### config.mk
export PLATFORM = sky130hd
export DESIGN_NAME = control_sequencer
export DESIGN_NICKNAME = d
export VERILOG_FILES = /design/src/rtl/control_sequencer.sv
export SDC_FILE = /design/constraint.sdc
export NUM_CORES = 1
export LEC_CHECK = 0
export CAP_MARGIN = 20
export CORE_MARGIN = 2
export CORE_UTILIZATION = 35
export CTS_BUF_LIST = sky130_fd_sc_hd__clkbuf_8
export DETAILED_ROUTE_END_ITERATION = 6
export PLACE_DENSITY = 0.84
export SLEW_MARGIN = 25
export SYNTH_ARGS = -nofsm -noshare
export SYNTH_HDL_FRONTEND = slang
export SYNTH_SLANG_ARGS = --single-unit
### constraint.sdc
create_clock -name clock -period 1.9 [get_ports clock]
set_clock_uncertainty 0.1 [all_clocks]
set_input_delay 0.285 -clock clock [delete_from_list [all_inputs] [get_ports clock]]
set_output_delay 0.285 -clock clock [all_outputs]
set_load 0.05 [all_outputs]
### src/rtl/control_sequencer.sv
// control_sequencer: hardwired T-state control unit for the CPU datapath.
// Enables, selects, memory strobes and ALU op come from state, IR opcode and CON_FF.
module control_sequencer #(
  parameter int OPW      = 5,
  parameter int MEM_WAIT = 1
) (
  input  logic           clock,
  input  logic           clear,
  input  logic           Stop,
  input  logic [31:0]    IR_data,
  input  logic           con_ff_bit,
  output logic           Run,
  output logic           IRin,
  output logic           PCin,
  output logic           RYin,
  output logic           RZin,
  output logic           MARin,
  output logic           MDRin,
  output logic           HIin,
  output logic           LOin,
  output logic           Outport_in,
  output logic           HIout,
  output logic           LOout,
  output logic           Zhi_out,
  output logic           Zlo_out,
  output logic           PCout,
  output logic           MDRout,
  output logic           Inport_out,
  output logic           Cout,
  output logic           Gra,
  output logic           Grb,
  output logic           Grc,
  output logic           Rin,
  output logic           Rout,
  output logic           BAout,
  output logic           CONin,
  output logic           Mem_read,
  output logic           Mem_write,
  output logic           IncPC,
  output logic [OPW-1:0] opcode
);

  typedef enum logic [3:0] {
    S_RESET, S_T0, S_T1, S_T2, S_T3,
    S_T4, S_T5, S_T6, S_T7, S_HALT
  } state_e;

  localparam int WW = (MEM_WAIT > 1) ? $clog2(MEM_WAIT) : 1;
  localparam logic [WW-1:0] W_LAST = WW'(MEM_WAIT - 1);

  localparam logic [OPW-1:0] OP_LD   = OPW'(0);
  localparam logic [OPW-1:0] OP_LDI  = OPW'(1);
  localparam logic [OPW-1:0] OP_ST   = OPW'(2);
  localparam logic [OPW-1:0] OP_ADD  = OPW'(3);
  localparam logic [OPW-1:0] OP_SHL  = OPW'(11);
  localparam logic [OPW-1:0] OP_ADDI = OPW'(12);
  localparam logic [OPW-1:0] OP_ORI  = OPW'(14);
  localparam logic [OPW-1:0] OP_DIV  = OPW'(15);
  localparam logic [OPW-1:0] OP_MUL  = OPW'(16);
  localparam logic [OPW-1:0] OP_NEG  = OPW'(17);
  localparam logic [OPW-1:0] OP_NOT  = OPW'(18);
  localparam logic [OPW-1:0] OP_BRX  = OPW'(19);
  localparam logic [OPW-1:0] OP_JR   = OPW'(20);
  localparam logic [OPW-1:0] OP_JAL  = OPW'(21);
  localparam logic [OPW-1:0] OP_IN   = OPW'(22);
  localparam logic [OPW-1:0] OP_OUT  = OPW'(23);
  localparam logic [OPW-1:0] OP_MFHI = OPW'(24);
  localparam logic [OPW-1:0] OP_MFLO = OPW'(25);
  localparam logic [OPW-1:0] OP_HALT = OPW'(27);

  state_e        state_q, state_d, nxt;
  logic [WW-1:0] wait_q, wait_d;
  logic          stop_q, stop_d;
  logic          mem_last, last, addr, hold;
  logic          t3, t4, t5, t6, t7;
  logic [OPW-1:0] op;
  logic          c_rr, c_md, c_un, c_imm, c_mem, c_brx;
  logic          c_jr, c_jal, c_in, c_out, c_mfhi, c_mflo;
  logic          unused_ir;

  assign op        = IR_data[31 -: OPW];
  assign unused_ir = ^IR_data[31-OPW:0];
  assign mem_last  = (wait_q == W_LAST);

  assign t3 = (state_q == S_T3);
  assign t4 = (state_q == S_T4);
  assign t5 = (state_q == S_T5);
  assign t6 = (state_q == S_T6);
  assign t7 = (state_q == S_T7);

  assign c_md   = (op == OP_DIV) || (op == OP_MUL);
  assign c_un   = (op == OP_NEG) || (op == OP_NOT);
  assign c_rr   = ((op >= OP_ADD) && (op <= OP_SHL)) ||
                  ((op >= OP_DIV) && (op <= OP_NOT));
  assign c_imm  = (op >= OP_ADDI) && (op <= OP_ORI);
  assign c_mem  = (op <= OP_ST);
  assign c_brx  = (op == OP_BRX);
  assign c_jr   = (op == OP_JR);
  assign c_jal  = (op == OP_JAL);
  assign c_in   = (op == OP_IN);
  assign c_out  = (op == OP_OUT);
  assign c_mfhi = (op == OP_MFHI);
  assign c_mflo = (op == OP_MFLO);

  always_ff @(posedge clock or negedge clear) begin
    if (!clear) begin
      state_q <= S_RESET;
      wait_q  <= '0;
      stop_q  <= 1'b0;
    end else begin
      state_q <= state_d;
      wait_q  <= wait_d;
      stop_q  <= stop_d;
    end
  end

  always_comb begin
    unique case (state_q)
      S_T3:    nxt = S_T4;
      S_T4:    nxt = S_T5;
      S_T5:    nxt = S_T6;
      S_T6:    nxt = S_T7;
      default: nxt = S_T0;
    endcase
  end

  always_comb begin
    state_d = state_q;
    stop_d  = stop_q | Stop;
    Run = 1'b0; IRin = 1'b0; PCin = 1'b0; RYin = 1'b0;
    RZin = 1'b0; MARin = 1'b0; MDRin = 1'b0; HIin = 1'b0;
    LOin = 1'b0; Outport_in = 1'b0; HIout = 1'b0; LOout = 1'b0;
    Zhi_out = 1'b0; Zlo_out = 1'b0; PCout = 1'b0; MDRout = 1'b0;
    Inport_out = 1'b0; Cout = 1'b0; Gra = 1'b0; Grb = 1'b0;
    Grc = 1'b0; Rin = 1'b0; Rout = 1'b0; BAout = 1'b0;
    CONin = 1'b0; Mem_read = 1'b0; Mem_write = 1'b0; IncPC = 1'b0;
    opcode = '0;
    last = 1'b0;
    addr = 1'b0;
    unique case (state_q)
      S_RESET: state_d = S_T0;
      S_HALT:  state_d = S_HALT;
      S_T0: begin
        Run = 1'b1; PCout = 1'b1; MARin = 1'b1;
        IncPC = 1'b1; RZin = 1'b1; opcode = OP_ADD;
        state_d = S_T1;
      end
      S_T1: begin
        Run = 1'b1; Zlo_out = 1'b1; PCin = 1'b1;
        Mem_read = 1'b1; MDRin = mem_last;
        state_d = S_T2;
      end
      S_T2: begin
        Run = 1'b1; MDRout = 1'b1; IRin = 1'b1;
        state_d = S_T3;
      end
      default: begin
        Run = 1'b1;
        unique case (1'b1)
          c_rr: begin
            Grb = t3 | (t4 & c_un); Grc = t4 & ~c_un;
            Rout = t3 | t4; RYin = t3; RZin = t4;
            Zlo_out = t5; Gra = t5 & ~c_md; Rin = t5 & ~c_md;
            LOin = t5 & c_md; Zhi_out = t6 & c_md; HIin = t6 & c_md;
            last = c_md ? t6 : t5;
          end
          c_imm: begin
            Grb = t3; Rout = t3; RYin = t3; Cout = t4; RZin = t4;
            Zlo_out = t5; Gra = t5; Rin = t5; last = t5;
          end
          c_mem: begin
            Grb = t3; BAout = t3; RYin = t3;
            Cout = t4; RZin = t4; addr = t4; Zlo_out = t5;
            if (op == OP_LDI) begin
              Gra = t5; Rin = t5; last = t5;
            end else if (op == OP_LD) begin
              MARin = t5; Mem_read = t6; MDRin = t6 & mem_last;
              MDRout = t7; Gra = t7; Rin = t7; last = t7;
            end else begin
              MARin = t5; Gra = t6; Rout = t6; MDRin = t6;
              Mem_write = t7; last = t7;
            end
          end
          c_brx: begin
            Gra = t3; Rout = t3; CONin = t3; PCout = t4; RYin = t4;
            Cout = t5; RZin = t5; addr = t5;
            Zlo_out = t6 & con_ff_bit; PCin = t6 & con_ff_bit;
            last = t6;
          end
          c_jr: begin
            Gra = t3; Rout = t3; PCin = t3; last = t3;
          end
          c_jal: begin
            PCout = t3; Grb = t3; Rin = t3;
            Gra = t4; Rout = t4; PCin = t4; last = t4;
          end
          c_in: begin
            Inport_out = t3; Gra = t3; Rin = t3; last = t3;
          end
          c_out: begin
            Gra = t3; Rout = t3; Outport_in = t3; last = t3;
          end
          c_mfhi: begin
            HIout = t3; Gra = t3; Rin = t3; last = t3;
          end
          c_mflo: begin
            LOout = t3; Gra = t3; Rin = t3; last = t3;
          end
          default: last = t3;
        endcase
        last   = last | t7;
        opcode = addr ? OP_ADD : op;
        if (last) state_d = (op == OP_HALT || stop_d) ? S_HALT : S_T0;
        else      state_d = nxt;
      end
    endcase
    // Memory strobes stretch their state until the wait count expires.
    hold = (Mem_read | Mem_write) & ~mem_last;
    if (hold) state_d = state_q;
    wait_d = hold ? wait_q + 1'b1 : '0;
  end

endmodule

==> results of run 1 <==
[timing repair]
action / CTS
cloned: 1
endpoints found under the setup margin: 36
pin swaps: 18
resized for setup: 67
hold endpoints to repair: 0
setup buffers: 13
[stage by stage]
step / std cells / cell area, µm² / hold slack (ns) / worst slack, ns / TNS (ns)
2_1_floorplan: 169 / 1300 / -0.111 / -0.579 / -5.31
3_3_place_gp: 302 / 2430 / 0.345 / -0.506 / -12.09
3_5_place_dp: 302 / 2430 / 0.351 / -0.597 / -13.14
4_1_cts: 319 / 2810 / 0.200 / -0.529 / -9.70
[cells by family after synthesis]
family	Yosys count
other cells	1
simple gates	84
fa+ha+maj	1
xor+xnor	1
flops	6
buf+inv	22
compound gates	54
==> impl_metrics.env, run 1 <==
export IMPL_yosysTopAreaCell="dfrtp_1"
export IMPL_hpwl_um=4040
export IMPL_die_w_um=60.8
export IMPL_rows=20
export IMPL_pin_count=69
export IMPL_tool_error="[ERROR DPL-0038] Utilization greater than 100%, impossible to legalize"
export IMPL_synthAdderAreaFrac=0.00997
export IMPL_synth_edf_count=0
export IMPL_status="aborted with a tool error"
export IMPL_synth_compound_area_share=0.322
export IMPL_yosysUniqueCellTypes=52
export IMPL_cts_hold_buf=0
export IMPL_gp_congestion=1.03
export IMPL_worst_ep_kind="top-level output"
export IMPL_synth_ff_type="dfrtp_1"
export IMPL_portBuffers=41
export IMPL_grt_max_degree=14
export IMPL_synth_top_area_frac=0.133
export IMPL_syn_mean_instance_area_um2=6.69
export IMPL_start_util=0.370
export IMPL_synth_cells=169
export IMPL_outcome_stop_stage="5_1_grt"
export IMPL_cts_buffer_depth=2
export IMPL_die_h_um=60.8
export IMPL_root_buffer="clkbuf_8"
export IMPL_ys_ff_latch=6
export IMPL_netlist_top_cells_count="17 x nand2_1, 16 x nor2_1, 15 x a21oi_1, 11 x o21ai_0"
export IMPL_crit_endpoint="PCin"
export IMPL_synth_area_mm2=0.00113
export IMPL_synth_most_common_cell="nand2_1"
export IMPL_synth_mux_area_frac=0
export IMPL_synthArstFlopShare=1.00
export IMPL_yosysWarnings=0
export IMPL_cts_max_level=1
export IMPL_clock_sinks=6
export IMPL_synth_top_family_by_area="simple AND/OR/NAND/NOR gates"
export IMPL_synth_area_leaders="dfrtp_1 13%, a21oi_1 6.6%, nand2_1 5.6%"
export IMPL_cts_buffers=3
export IMPL_syn_nets=205
export IMPL_synth_xor_area_frac=0.00775
export IMPL_yosys_area_share_simple=0.425
export IMPL_yosysSeqAreaShare=0.133
==> inputs of run 2 (changes only) <==
--- a/config.mk
+++ b/config.mk
@@ -6,11 +6,10 @@
 export NUM_CORES = 1
 export LEC_CHECK = 0
 export CAP_MARGIN = 20
-export CORE_MARGIN = 2
-export CORE_UTILIZATION = 35
-export CTS_BUF_LIST = sky130_fd_sc_hd__clkbuf_8
+export CORE_AREA = 2 2 63 65
 export DETAILED_ROUTE_END_ITERATION = 6
-export PLACE_DENSITY = 0.84
+export DIE_AREA = 0 0 65 67
+export PLACE_DENSITY_LB_ADDON = 0.15
 export SLEW_MARGIN = 25
 export SYNTH_ARGS = -nofsm -noshare
 export SYNTH_HDL_FRONTEND = slang
==> constraint.sdc (replaced) <==
create_clock -name clock -period 2.5 [get_ports clock]
set_clock_uncertainty 0.1 [all_clocks]
set_input_delay 0.375 -clock clock [delete_from_list [all_inputs] [get_ports clock]]
set_output_delay 0.375 -clock clock [all_outputs]
set_load 0.05 [all_outputs]
==> impl_metrics.env, run 2 <==
export IMPL_status="finished with violations"
export IMPL_violations="negative setup slack"
export IMPL_pin_count=69
export IMPL_cts_tree="yes"
export IMPL_synth_cells=169
export IMPL_coreArea_mm2=0.00361
export IMPL_cp_arrival_ns=2.03
export IMPL_grt_use_total=0.209
export IMPL_yosysUniqueCellTypes=52
export IMPL_p_per_area_mw_per_mm2=930
export IMPL_worstMarginPinSlew_ns=0.498
export IMPL_crit_fanout=7
export IMPL_clock_sinks=6
export IMPL_rows=22
export IMPL_syn_nets=205
export IMPL_period_needed_ns=2.51
export IMPL_avgViaCountPerCell=5.49
export IMPL_largestRegisters="state_q (4), stop_q (1), wait_q (1)"
export IMPL_worst_slack_ns=-0.00604
export IMPL_gr_total_overflow=0
export IMPL_clk_latency_ns=0.22
export IMPL_n_antenna_cell=0
export IMPL_syn_mean_instance_area_um2=6.69
export IMPL_fillers=310
export IMPL_whs_ns=0.287
export IMPL_drc_errors=0
export IMPL_rsz0062_at_grt="yes"
export IMPL_drive_gt1_frac=0.472
export IMPL_netlist_top_cells_count="17 x nand2_1, 16 x nor2_1, 15 x a21oi_1, 11 x o21ai_0"
export IMPL_slew_viol_final=0
export IMPL_grt_pass1_wl_um=7180
export IMPL_p_leak_uw=0.000959
export IMPL_start_util=0.313
export IMPL_synthArstFlopShare=1.00
export IMPL_totalPowerFinal_uw=2140
export IMPL_dpl_instance_area_mm2=0.00213
export IMPL_cts_buffer_depth=2
export IMPL_synth_ff_type="dfrtp_1"
export IMPL_synth_area_leaders="dfrtp_1 13%, a21oi_1 6.6%, nand2_1 5.6%"
export IMPL_grt_max_degree=13
export IMPL_cts_max_level=1
export IMPL_clk_pin_slew_ns=0.04
export IMPL_r2r_cells=7
export IMPL_cap_violations=0
export IMPL_largest_reg_flops=4
export IMPL_slew_headroom=0.667
export IMPL_cp_required_ns=2.03
export IMPL_yosysTopAreaCell="dfrtp_1"
export IMPL_gp_congestion=0.879
export IMPL_hold_path_class="in -> async"
export IMPL_first_pass_iters=4
export IMPL_synth_area_mm2=0.00113
export IMPL_final_common_cell="buf_4"
export IMPL_largest_register="state_q"
export IMPL_die_w_um=65
export IMPL_root_buffer="clkbuf_8"
export IMPL_cts_buffers=3
export IMPL_start_kind="register"
export IMPL_final_cell_mix="48 x buf_4, 28 x buf_12, 17 x nand2_1, 10 x nor2_1, 10 x a21oi_1"
export IMPL_ant_nets=0
export IMPL_die_h_um=67
export IMPL_yosysSeqAreaShare=0.133
export IMPL_areaGrowthSynthToFinish_pct=104
export IMPL_wire_per_inst_um=14.9
export IMPL_fmax_ghz=0.399
export IMPL_critical_path_class="reg -> out"
export IMPL_finalNetCount=284
export IMPL_synth_edf_count=0
export IMPL_finalHoldViolCount=0
export IMPL_post_route_cell_area_mm2=0.00231
export IMPL_endpoint_kind="output pin"
export IMPL_yosysWarnings=0
export IMPL_rrSetupSlack_ns=0.31
export IMPL_fin_setup_tns_ns=-0.00808
export IMPL_grt_antenna_before_repair=0
export IMPL_ys_ff_latch=6
export IMPL_portBuffers=41
export IMPL_hpwl_um=3380
export IMPL_synth_most_common_cell="nand2_1"
export IMPL_ir_worst_vdd_uv=700
export IMPL_drtIter0Drc=80
export IMPL_routed_wl_um=4380
export IMPL_die_area_mm2=0.00436
export IMPL_setup_violations_final=2
export IMPL_fin_crit_sh=1.00
export IMPL_synth_top_area_frac=0.133
export IMPL_final_util=0.639
export IMPL_via_count=1615
export IMPL_grt_pass1_vias=1595
==> run 2: cells by family (layout without fill, tap and decap cells) <==
logic type	count (synthesis)	count (layout)	synth area share
flip-flops	6	6	0.133
adder cells (fa/ha/maj)	1	1	0.00997
other	1	1	0.00332
AO/OA/AOI/OAI	54	54	0.322
AND/OR/NAND/NOR	84	84	0.425
buffers and inverters	22	99	0.0986
XOR/XNOR	1	1	0.00775
==> run 2: layout make-up <==
| class | count | area, µm² | area share |
|---|---|---|---|
| Timing Repair Buffer | 89 | 1050 | 0.455 |
| Multi-Input combinational cell | 141 | 978 | 0.424 |
| Sequential cell | 6 | 150 | 0.0651 |
| Tap cell | 48 | 60.1 | 0.0260 |
| Clock buffer | 3 | 41.3 | 0.0179 |
| Inverter | 7 | 26.3 | 0.0114 |
==> run 2: worst paths after layout <==
| path | startpoint | to |
|---|---|---|
| hold reg to reg | stop_q | stop_q |
| max in group asynchronous | clear | state_q[1] |
| min in group clock | stop_q | stop_q |
| setup reg to reg | state_q[2] | state_q[0] |
| hold / removal | clear | state_q[3] |
| setup / recovery | state_q[2] | Grb |
==> run 2: through the flow <==
stage          worst slack, ns  cells
2_1_floorplan           -0.438    169
6_report              -0.00604    294
5_1_grt                 -0.101    294
4_1_cts               -0.00790    294
3_5_place_dp            -0.211    285
3_3_place_gp            -0.194    285
==> run 2: power by group <==
part	internal, µW	switching (µW)
clock	103	39.7
combinational	830	1020
sequential	128	20.9
==> run 2: critical path, stage by stage (launching register included) <==
cell and delay [ns]:
dfrtp_1 0.38, buf_6 0.11, or4b_4 0.52, or3_1 0.32, o21ai_1 0.08, a211oi_1 0.09
a21oi_2 0.16, buf_12 0.15
==> run 2: metal layers <==
layer,share of wire,vias up,track usage
met1,0.41,759,0.272
met2,0.49,78,0.358
met3,0.086,5,0.0372
met5,0,-,0
met4,0.0071,0,0.0479
li1,-,773,-
==> run 2: what timing repair did <==
action                     CTS  global route
pin swaps                    4             5
buffers inserted             6             0
resized for setup           16            15
setup endpoints to repair   23            10
hold buffers                 0             0
(Power assumes the default switching activity.)
==> inputs of run 3 (changes only) <==
--- a/config.mk
+++ b/config.mk
@@ -5,11 +5,13 @@
 export SDC_FILE = /design/constraint.sdc
 export NUM_CORES = 1
 export LEC_CHECK = 0
+export ABC_AREA = 1
 export CAP_MARGIN = 20
 export CORE_AREA = 2 2 63 65
 export DETAILED_ROUTE_END_ITERATION = 6
 export DIE_AREA = 0 0 65 67
 export PLACE_DENSITY_LB_ADDON = 0.15
+export SETUP_SLACK_MARGIN = 0.3
 export SLEW_MARGIN = 25
 export SYNTH_ARGS = -nofsm -noshare
 export SYNTH_HDL_FRONTEND = slang
==> impl_metrics.env, run 3 <==
export IMPL_synth_edf_count=0
export IMPL_cpPeakStageDelay_ns=0.41
export IMPL_synth_area_mm2=0.00110
export IMPL_p_per_area_mw_per_mm2=943
export IMPL_wire_per_inst_um=11.9
export IMPL_largestRegisters="state_q (4), stop_q (1), wait_q (1)"
export IMPL_yosysUniqueCellTypes=26
export IMPL_cts_buffer_depth=2
export IMPL_gp_congestion=0.919
export IMPL_n_antenna_cell=0
export IMPL_intPower_uw=897
export IMPL_synth_area_leaders="dfrtp_1 14%, nand2_1 13%, inv_1 9.9%"
export IMPL_drc_errors=0
export IMPL_largest_register="state_q"
export IMPL_grt_max_degree=10
export IMPL_hpwl_um=3050
export IMPL_finalNetCount=298
export IMPL_cts_buffers=3
export IMPL_syn_mean_instance_area_um2=5.69
export IMPL_worst_slack_ns=0.380
export IMPL_syn_nets=230
export IMPL_ys_ff_latch=6
export IMPL_first_pass_iters=5
export IMPL_fmax_ghz=0.472
export IMPL_crit_fanout=7
export IMPL_ant_nets=0
export IMPL_grt_pass1_wl_um=6240
export IMPL_die_h_um=67
export IMPL_pwr_share_clk=0.070
export IMPL_cts_tree="yes"
export IMPL_multi_input_area_um2=861
export IMPL_fin_crit_sh=0.848
export IMPL_largest_reg_flops=4
export IMPL_pre_cts_ws_ns=0.00345
export IMPL_status="finished clean"
export IMPL_yosysWarnings=0
export IMPL_final_cell_mix="38 x nand2_1, 30 x buf_12, 29 x inv_1, 26 x buf_4, 22 x nor2_1"
export IMPL_whs_ns=0.296
export IMPL_start_util=0.306
export IMPL_fillers=325
export IMPL_finalHoldViolCount=0
export IMPL_crit_buf_inv=3
export IMPL_synth_ff_type="dfrtp_1"
export IMPL_clk_latency_ns=0.22
export IMPL_drive_gt1_frac=0.473
export IMPL_critical_path_class="reg -> out"
export IMPL_cp_arrival_ns=1.65
export IMPL_endpoint_kind="output pin"
export IMPL_grt_pass1_vias=1407
export IMPL_p_leak_uw=0.00105
export IMPL_period_needed_ns=2.12
export IMPL_yosysTopAreaCell="dfrtp_1"
export IMPL_via_count=1465
export IMPL_dpl_instance_area_mm2=0.00202
export IMPL_final_common_cell="nand2_1"
export IMPL_regArea_um2=151
export IMPL_gr_total_overflow=0
export IMPL_switchingPower_uw=1120
export IMPL_cap_violations=0
export IMPL_netlist_top_cells_count="39 x nand2_1, 29 x inv_1, 27 x nor2_1, 13 x nand3_1, 13 x o21ai_0"
export IMPL_cts_hold_buf=0
export IMPL_portBuffers=41
export IMPL_synthArstFlopShare=1.00
export IMPL_rrSetupSlack_ns=0.73
export IMPL_root_buffer="clkbuf_8"
export IMPL_cp_cell_sequence="inv_2 > nand2_4 > nor2_4 > buf_4 > nand3_1 > nor2_2 > buf_12"
export IMPL_synth_cells=194
export IMPL_setup_violations_final=0
export IMPL_seq_power_share=0.083
export IMPL_coreArea_mm2=0.00361
export IMPL_pin_count=69
export IMPL_die_area_mm2=0.00436
export IMPL_start_kind="register"
export IMPL_rows=22
export IMPL_switching_share=0.555
export IMPL_critical_path_top_delay_family="simple AND/OR/NAND/NOR gates"
export IMPL_hold_path_class="in -> async"
export IMPL_yosysSeqAreaShare=0.136
export IMPL_slowest_stage="dfrtp_1"
export IMPL_p_comb_frac=0.847
export IMPL_rsz0062_at_grt="yes"
export IMPL_final_util=0.593
export IMPL_areaGrowthSynthToFinish_pct=93.4
export IMPL_synth_top_area_frac=0.136
export IMPL_die_w_um=65
export IMPL_avgViaCountPerCell=4.76
export IMPL_clk_pin_slew_ns=0.03
export IMPL_slew_headroom=0.668
export IMPL_drtIter0Drc=35
export IMPL_synth_most_common_cell="nand2_1"
export IMPL_post_route_cell_area_mm2=0.00214
export IMPL_grt_antenna_before_repair=0
export IMPL_cts_max_level=1
export IMPL_totalPowerFinal_uw=2010
export IMPL_worstMarginPinSlew_ns=0.492
export IMPL_grt_use_total=0.185
export IMPL_clock_sinks=6
export IMPL_ir_worst_vdd_uv=594
export IMPL_routed_wl_um=3660
export IMPL_cp_required_ns=2.03
export IMPL_slew_viol_final=0
[run 3: changes by cell type after synthesis, moves of 5 or more]
| cell | previous run | this run |
|---|---|---|
| inv_1 | 7 | 29 |
| nand2_1 | 17 | 39 |
| nand2_2 | 0 | 11 |
| nor2_1 | 16 | 27 |
| a21oi_1 | 15 | 5 |
| inv_2 | 0 | 10 |
| nand3_1 | 6 | 13 |
| or3_1 | 7 | 0 |
| and2_1 | 6 | 0 |
| clkbuf_1 | 6 | 0 |
| nand2b_1 | 5 | 0 |
| nand4_1 | 1 | 6 |
| nor2_4 | 0 | 5 |
[run 3: worst reg2reg max path: stages (launching register included)]
cell and delay (ns):
dfrtp_1 0.40, inv_2 0.09, nand2_4 0.17, nor2_4 0.06, buf_4 0.15, nand2_2 0.11
nand3_2 0.09, nor2_4 0.14, nand3_2 0.09, nand2_1 0.06, nand3_1 0.08, nand2_1 0.07
inv_1 0.04
[run 3: layer usage]
| metal | track usage | vias to the layer above | wire length (µm) |
|---|---|---|---|
| met5 | 0 | - | 0 |
| met4 | 0.0798 | 0 | 61 |
| met3 | 0.0152 | 6 | 152 |
| met2 | 0.322 | 44 | 1840 |
| met1 | 0.232 | 668 | 1600 |
| li1 | - | 747 | - |
[run 3: timing repair]
item / CTS / global route
pin swaps: 6 / 4
setup endpoints to repair: 29 / 17
resized for setup: 16 / 24
buffers inserted: 4 / 2
[run 3: per-stage QoR]
stage,setup TNS [ns],instances
CTS,0,306
floorplan,0,194
global route,0,308
finish,0,308
global placement,-0.0226,299
detailed placement,0,299
[run 3: layout make-up]
class,count,share of cell area
timing repair buffer,66,0.406
multi-input combinational,145,0.403
inverter,40,0.0726
sequential,6,0.0708
tap,48,0.0281
clock buffer,3,0.0193
[run 3: worst paths after layout]
| path | from | endpoint | cells past startpoint |
|---|---|---|---|
| setup / recovery | state_q[3] | Grc | 7 |
| hold / removal | clear | state_q[3] | 1 |
| setup reg to reg | state_q[3] | state_q[3] | 12 |
| hold reg to reg | stop_q | stop_q | 2 |
| max in group asynchronous | clear | state_q[2] | 1 |
| min in group clock | stop_q | stop_q | 2 |
[run 3: kinds of logic (layout without fill, tap and decap cells)]
kind of cell	count (synthesis)	in the layout	synth area share
flip-flops	6	6	0.136
AO/OA/AOI/OAI	27	27	0.146
AND/OR/NAND/NOR	117	117	0.561
buffers and inverters	43	109	0.154
other	1	1	0.00339
[run 3: power groups by stage]
stage | combinational, µW | sequential [µW] | clock [µW]
global route | 1810 | 170 | 153
detailed placement | 1670 | 162 | 0
finish | 1710 | 167 | 141
CTS | 1680 | 161 | 145
global placement | 1670 | 161 | 0
floorplan | 977 | 156 | 0
